$ cat src/rtl/parity_pkg.sv
// Shared defaults and state encoding for the parity-stage word packer.
// The optional word-count port is enabled with PACKER_WORD_CNT_EN.
package parity_pkg;

  localparam int DATA_WIDTH_DEF = 512;
  localparam int WORD_WIDTH_DEF = 64;
  localparam int WORDS_DEF      = DATA_WIDTH_DEF / WORD_WIDTH_DEF;
  localparam int CNT_W_DEF      = $clog2(WORDS_DEF);

  typedef enum logic [0:0] {
    FILL  = 1'b0,
    STALL = 1'b1
  } packer_state_e;

endpackage

$ cat src/rtl/parity_word_packer.sv
// Packs WORD_WIDTH-bit words into DATA_WIDTH-bit blocks for the parity stage,
// double-buffered (fill + output register). Optional out_words via PACKER_WORD_CNT_EN.
module parity_word_packer
  import parity_pkg::*;
#(
  parameter int DATA_WIDTH = DATA_WIDTH_DEF,
  parameter int WORD_WIDTH = WORD_WIDTH_DEF
) (
  input  logic                  clk,
  input  logic                  rst,
  input  logic                  in_valid,
  output logic                  in_ready,
  input  logic [WORD_WIDTH-1:0] in_data,
  input  logic                  in_last,
  output logic                  out_enable,
  output logic [DATA_WIDTH-1:0] out_data,
`ifdef PACKER_WORD_CNT_EN
  output logic [$clog2(DATA_WIDTH/WORD_WIDTH):0] out_words,
`endif
  input  logic                  out_ready
);

  localparam int WORDS = DATA_WIDTH / WORD_WIDTH;
  localparam int CNT_W = $clog2(WORDS);
  localparam logic [CNT_W-1:0] LAST_IDX = CNT_W'(WORDS - 1);

  packer_state_e         state_r;
  logic [CNT_W-1:0]      cnt_r;
  logic [DATA_WIDTH-1:0] fill_r;
  logic [DATA_WIDTH-1:0] out_data_r;
  logic                  out_enable_r;
  logic                  in_ready_r;

  logic                  accept_s;
  logic                  drain_s;
  logic                  complete_s;
  logic                  load_out_s;
  logic [DATA_WIDTH-1:0] merged_s;

  assign in_ready   = in_ready_r;
  assign out_enable = out_enable_r;
  assign out_data   = out_data_r;

  // Handshake decode and the block-load decision shared by the FSM and the word counter.
  always_comb begin
    accept_s   = in_valid && in_ready_r;
    drain_s    = out_enable_r && out_ready;
    complete_s = accept_s && (in_last || (cnt_r == LAST_IDX));
    load_out_s = 1'b0;
    case (state_r)
      FILL:    load_out_s = complete_s && (!out_enable_r || drain_s);
      STALL:   load_out_s = out_ready;
      default: load_out_s = 1'b0;
    endcase
  end

  // Lane write: the incoming word replaces lane cnt_r of the fill register.
  always_comb begin
    merged_s = fill_r;
    for (int i = 0; i < WORDS; i++) begin
      if (cnt_r == CNT_W'(i)) begin
        merged_s[i*WORD_WIDTH +: WORD_WIDTH] = in_data;
      end else begin
        merged_s[i*WORD_WIDTH +: WORD_WIDTH] = fill_r[i*WORD_WIDTH +: WORD_WIDTH];
      end
    end
  end

  // Fill/stall state machine with registered handshake and block outputs.
  always_ff @(posedge clk or posedge rst) begin
    if (rst) begin
      state_r      <= FILL;
      cnt_r        <= '0;
      fill_r       <= '0;
      out_data_r   <= '0;
      out_enable_r <= 1'b0;
      in_ready_r   <= 1'b0;
    end else begin
      case (state_r)
        FILL: begin
          if (complete_s && load_out_s) begin
            out_data_r   <= merged_s;
            out_enable_r <= 1'b1;
            fill_r       <= '0;
            cnt_r        <= '0;
            in_ready_r   <= 1'b1;
          end else if (complete_s) begin
            // Output still occupied: park the finished block; cnt_r keeps its last lane.
            fill_r     <= merged_s;
            state_r    <= STALL;
            in_ready_r <= 1'b0;
          end else if (accept_s) begin
            fill_r     <= merged_s;
            cnt_r      <= cnt_r + CNT_W'(1);
            in_ready_r <= 1'b1;
            if (drain_s) begin
              out_enable_r <= 1'b0;
            end
          end else begin
            in_ready_r <= 1'b1;
            if (drain_s) begin
              out_enable_r <= 1'b0;
            end
          end
        end
        STALL: begin
          if (load_out_s) begin
            out_data_r   <= fill_r;
            out_enable_r <= 1'b1;
            fill_r       <= '0;
            cnt_r        <= '0;
            state_r      <= FILL;
            in_ready_r   <= 1'b1;
          end else begin
            in_ready_r <= 1'b0;
          end
        end
        default: begin
          state_r    <= FILL;
          in_ready_r <= 1'b0;
        end
      endcase
    end
  end

`ifdef PACKER_WORD_CNT_EN
  logic [CNT_W:0] out_words_r;
  logic [CNT_W:0] words_s;

  // The block being loaded always ends at lane cnt_r, so its size is cnt_r + 1.
  assign words_s   = {1'b0, cnt_r} + (CNT_W + 1)'(1);
  assign out_words = out_words_r;

  // Word count travels with out_data and is held while the block waits.
  always_ff @(posedge clk or posedge rst) begin
    if (rst) begin
      out_words_r <= '0;
    end else if (load_out_s) begin
      out_words_r <= words_s;
    end else begin
      out_words_r <= out_words_r;
    end
  end
`endif

endmodule
$ cat config.mk
export PLATFORM = sky130hd
export DESIGN_NAME = parity_word_packer
export DESIGN_NICKNAME = d
export VERILOG_FILES = /design/src/rtl/parity_pkg.sv /design/src/rtl/parity_word_packer.sv
export SDC_FILE = /design/constraint.sdc
export NUM_CORES = 2
export LEC_CHECK = 0
export ABC_AREA = 1
export BUFFER_PORTS_ARGS = -buffer_cell sky130_fd_sc_hd__buf_2
export CAP_MARGIN = 20
export CORE_MARGIN = 4
export CORE_UTILIZATION = 25
export CTS_BUF_LIST = sky130_fd_sc_hd__clkbuf_4
export CTS_CLUSTER_DIAMETER = 100
export CTS_CLUSTER_SIZE = 24
export DETAILED_ROUTE_END_ITERATION = 12
export SLEW_MARGIN = 25
export SYNTH_ARGS = -nofsm -noshare
export SYNTH_HDL_FRONTEND = slang
export SYNTH_SLANG_ARGS = --single-unit
$ cat constraint.sdc
create_clock -name clk -period 86.8 [get_ports clk]
set_input_delay 8.68 -clock clk [delete_from_list [all_inputs] [get_ports clk]]
set_output_delay 8.68 -clock clk [all_outputs]
set_load 0.01 [all_outputs]
# Word level (Yosys, flattened, before mapping)
# Cells that the tools add are included.
# totals
ff_bits,1030
in_bits,69
elab_cells,69
# op_classes
n_addsub,1
eq_ne,13
mux,35
n_bitwise,1
n_reduce_logical,13
# op_table
operator,count
two-way mux 512 bit,6
one-hot mux 512 bit (2 select lines),2
two-way mux 64 bit,8
"== test 3 bit, second input constant",4
two-way mux 3 bit,4
two-way mux 1 bit,10
"!= test 3 bit, second input constant",3
one-hot mux 1 bit (2 select lines),4
"== test 3 x 2 -> 1 bit, second input constant",2
one-hot mux 3 bit (2 select lines),1
AND reduction 3 bit,2
logical AND 1 bit,5
"!= test 4 bit, second input constant",1
AND reduction 2 bit,2
"adder 3 x 1 -> 3 bit, second input constant",1
"== test 3 x 1 -> 1 bit, second input constant",1
logical NOT 3 bit,1
logical OR 1 bit,2
"!= test 2 x 1 -> 1 bit, second input constant",1
"!= test 2 bit, second input constant",1
logical NOT 1 bit,1
NOT 1 bit,1

# Depth between registers and ports, before layout
# depth
word_depth,8
depth_mapped,12
mapped_depth_nobuf,10

# Least setup slack after synthesis
# OpenSTA, ideal clock, no wires.
# synth_timing
path_type,input -> register
start,input port in_last
end,register fill_r[108]
setup_ns,0.116
t_arrival_ns,9.566
required_time_ns,86.684
setup_slack_ns,77.118
stages,8
path_buffers,3
cell_sequence,inv_1 -> a21oi_1 -> nand3_2 -> buf_6 -> buf_2 -> buf_6 -> nand2_1 -> nand2_1
# synth_via
elab_chain_len,7
elab_cells_between_ends,11
# synth_lines
item,line,rtl
start: declaration,parity_word_packer.sv:14,"input logic in_last,"
logical OR 1 bit *,parity_word_packer.sv:48,complete_s = accept_s && (in_last || (cnt_r == LAST_IDX));
logical AND 1 bit *,parity_word_packer.sv:48,
logical AND 1 bit,parity_word_packer.sv:51,FILL: load_out_s = complete_s && (!out_enable_r || drain_s);
one-hot mux 1 bit (2 select lines),parity_word_packer.sv:50,case (state_r)
logical AND 1 bit,parity_word_packer.sv:81,if (complete_s && load_out_s) begin
!= test 4 bit (no line) or two-way mux 512 bit (tied branches),--,
AND reduction 2 bit (no line) or one-hot mux 512 bit (2 select lines) (tied branches),--,
end signal: assignment,parity_word_packer.sv:89,fill_r <= merged_s;
end signal: assignment,parity_word_packer.sv:93,fill_r <= merged_s;
end: declaration,parity_word_packer.sv:29,logic [DATA_WIDTH-1:0] fill_r;
# Mark *: on every way between the ends. The rest lies on a longest branch, timed or not.
# A chain may end at the register's enable or synchronous reset.

# Worst setup path after layout
# layout_timing
start,input port in_valid
end,register out_data_r[170] (netlist: out_data[170])
# layout_via
elab_chain_len,7
elab_cells_between_ends,8
# layout_lines
item,line,rtl
start: declaration,parity_word_packer.sv:11,"input logic in_valid,"
logical AND 1 bit *,parity_word_packer.sv:46,accept_s = in_valid && in_ready_r;
logical AND 1 bit *,parity_word_packer.sv:48,
logical AND 1 bit,parity_word_packer.sv:51,
one-hot mux 1 bit (2 select lines),parity_word_packer.sv:50,
logical AND 1 bit,parity_word_packer.sv:81,
!= test 2 bit (no line),--,
AND reduction 2 bit (no line) *,--,
end signal: assignment,parity_word_packer.sv:82,out_data_r <= merged_s;
end signal: assignment,parity_word_packer.sv:108,out_data_r <= fill_r;
end: declaration,parity_word_packer.sv:30,logic [DATA_WIDTH-1:0] out_data_r;
# Marks and branches as above.

==> flow_summary.json <==
{
  "layout_worst_path_cycle_share_pct": 14.5,
  "final_nets": 8186,
  "period_minus_slack_ns": 12.61,
  "crit_path_start_kind": "primary input",
  "netlist.area_leader.share_pct": 47.9,
  "rr_worst_depth": 13,
  "path_cells": "buf_2, nand3_2, nand2_8, nand2_4, inv_8, buf_4, buf_4, buf_4, nand2_1, nand2_1",
  "postSynth.asyncResetShare_pct": 100,
  "die_h_um": 472,
  "max-slew-margin-rel_pct": 23.9,
  "pin_count": 583,
  "cts_setup_buffers": 0,
  "dp_slack_ns": 72.98,
  "core_um2": 214000,
  "start_util_pct": 25.1,
  "synth_top_cell_by_area": "dfrtp_1",
  "worstMarginPinSlew_ns": 1.14,
  "dp.cells": 10887,
  "regArea_um2": 25800,
  "cts_tree": "yes",
  "vias_per_cell": 4.51,
  "comb_power_share_pct": 49.4,
  "synth_area_um2": 53800,
  "synth.most_common_cell": "nand2_1",
  "syn_inst": 7908,
  "power.density_nw_per_um2": 34.9,
  "grt_antenna_before_repair": 25,
  "synth_cell_types": 22,
  "path_delay_family": "buffers and inverters",
  "gp_congestion": 0.822,
  "grt_max_degree": 210,
  "final_util_pct": 27.8,
  "grt_pass1_vias": 45164,
  "wire_per_inst_um": 20.5,
  "drt-total-wl_mm": 225,
  "rows": 170,
  "power.share.clock_pct": 11.3,
  "h-tree-depth": 2,
  "drt-initial-drc-count": 5021,
  "cpMaxStageDelayCell": "buf_4",
  "hp-class": "reg2reg",
  "cp.arrival_ns": 13.68,
  "status": "complete, no violations",
  "required_ns": 87.87,
  "skew_ns": 0.184,
  "synthTopCellsByArea": "dfrtp_1 (48%), nand2_1 (30%), o21ai_0 (4.1%), nor2_1 (3.6%), buf_2 (3.1%)",
  "path_buf_inv": 5,
  "total_power_mw": 2.08,
  "grtUsageTotal_pct": 19.5,
  "setup_viol": 0,
  "cpPeakStageDelay_ns": 0.89,
  "holdPathStages": 2,
  "die-area_um2": 223000,
  "fin_area_um2": 59600,
  "crit_path_end_kind": "register",
  "hold_ws_ns": 0.496,
  "grt_setup_unrepaired": "no",
  "cts_buffer_depth": 3,
  "p_switching_mw": 1.00,
  "synth_ff_type": "dfrtp_1",
  "clk_pin_slew_ns": 0.20,
  "synth_common_cells": "nand2_1 (4242), dfrtp_1 (1030), nor2_1 (519), o21ai_0 (438), inv_1 (425)",
  "peakVddDrop_uv": 22.6,
  "fillers": 23838,
  "clk_latency_ns": 1.28,
  "cts_buffers": 59,
  "overflow": 0,
  "timing.critical_path.mode_cell": "buf_4",
  "seq_area_frac_synth_pct": 47.9,
  "multi_input_area_um2": 24100,
  "ys_ff_latch": 1030,
  "area_growth_pct": 10.7,
  "hpwl_mm": 145,
  "port_buffers": 582,
  "drive_above_1_share_pct": 11.9,
  "cts.sinks": 1030,
  "drtPass1Iterations": 8,
  "crit_cells": 10,
  "leakage_nw": 33.9,
  "switching_share_pct": 48.2,
  "maxCapViolCount": 0,
  "vias": 49598,
  "internal_power_mw": 1.08,
  "remaining_drc_errors": 0,
  "ant_nets": 0,
  "ys_warn_count": 0,
  "cts_hold_buffers": 0,
  "hold_violations": 0,
  "cts.repair.resized": 0,
  "setup_ws_ns": 74.19,
  "chipWidth_um": 472,
  "max_freq_ghz": 0.0793,
  "synth_fp_nets": 7983,
  "slew_violations": 0,
  "grt_pass1_wl_mm": 322,
  "setup_tns_ns": 0,
  "place_area_um2": 58600,
  "worstSetupPathType": "in2reg",
  "cts_root_buf": "clkbuf_4",
  "cp_max_fo": 121,
  "p_seq_share_pct": 39.3,
  "synth.avg_cell_area_um2": 6.81,
  "final_cells": 11008,
  "synth_edf_count": 0
}
## sequential cells by signal, indices dropped and copies added, names as in the netlist
| register | flops |
|---|---|
| state_r | 1 |
| out_data | 512 |
| fill_r | 512 |
| out_enable | 1 |
| in_ready | 1 |
| cnt_r | 3 |
## cell families (layout without fill, tap and decap cells)
kind of cell | count (synthesis) | after routing | share of synthesized area, %
buffers and inverters | 953 | 1188 | 7.54
other | 0 | 27 | 0
AND/OR/NAND/NOR | 5286 | 5286 | 38.6
flip-flops | 1030 | 1030 | 47.9
AO/OA/AOI/OAI | 633 | 633 | 5.88
adder cells (fa/ha/maj) | 6 | 6 | 0.139
## worst register-to-register path: cells and delay by family (launching register included)
family                   cells  cell delay [ns]
flip-flops                   1             0.76
AND/OR/NAND/NOR              6             1.39
buffers and inverters        6             4.11
adder cells (fa/ha/maj)      1             0.22
## power groups by stage
stage	Clock, mW	Sequential [mW]	Combinational [mW]
3_5_place_dp	0	0.826	1.03
2_1_floorplan	0	0.839	0.656
6_report	0.235	0.817	1.03
3_3_place_gp	0	0.827	1.02
4_1_cts	0.245	0.817	1.03
5_1_grt	0.259	0.843	1.17
## final cells by class
| class | instances | share of cell area (%) |
|---|---|---|
| Sequential cell | 1030 | 43.2 |
| Clock inverter | 29 | 0.747 |
| Clock buffer | 64 | 0.806 |
| Timing Repair Buffer | 661 | 6.01 |
| Antenna cell | 27 | 0.113 |
| Multi-Input combinational cell | 5925 | 40.3 |
| Inverter | 434 | 2.79 |
| Tap cell | 2838 | 5.96 |
## metal layers
metal | track usage, % | part of all wire [%] | vias to the layer above
met5 | 0 | 0.011 | -
met4 | 11.1 | 6.2 | 4
met3 | 5.48 | 8.4 | 339
met2 | 28.9 | 43 | 1628
met1 | 25.5 | 42 | 23204
li1 | - | - | 24423
## final timing paths
path | startpoint | endpoint | slack [ns]
max | in_valid | out_data[170] | 74.19
min | out_data[324] | out_data[324] | 0.50
max reg2reg | cnt_r[2] | out_data[170] | 80.16
min reg2reg | out_data[324] | out_data[324] | 0.50
max in group asynchronous | rst | out_data[56] | 75.90
min in group asynchronous | rst | out_data[343] | 7.46
## cells in the final DEF (no fill, tap or decap), types with 4 or more instances in the layout
cell / instances
buf_12: 4
diode_2: 27
a21oi_1: 183
buf_6: 7
or2_2: 182
bufinv_16: 4
inv_2: 11
inv_8: 5
dfrtp_1: 1029
nand3_1: 331
inv_1: 416
o21ai_1: 12
nand2_1: 4238
o21ai_0: 438
clkinv_1: 4
ha_1: 4
nand2_2: 6
nor2_1: 519
buf_2: 582
clkbuf_4: 64
inv_16: 4
buf_4: 68
(Power assumes the default switching activity.)
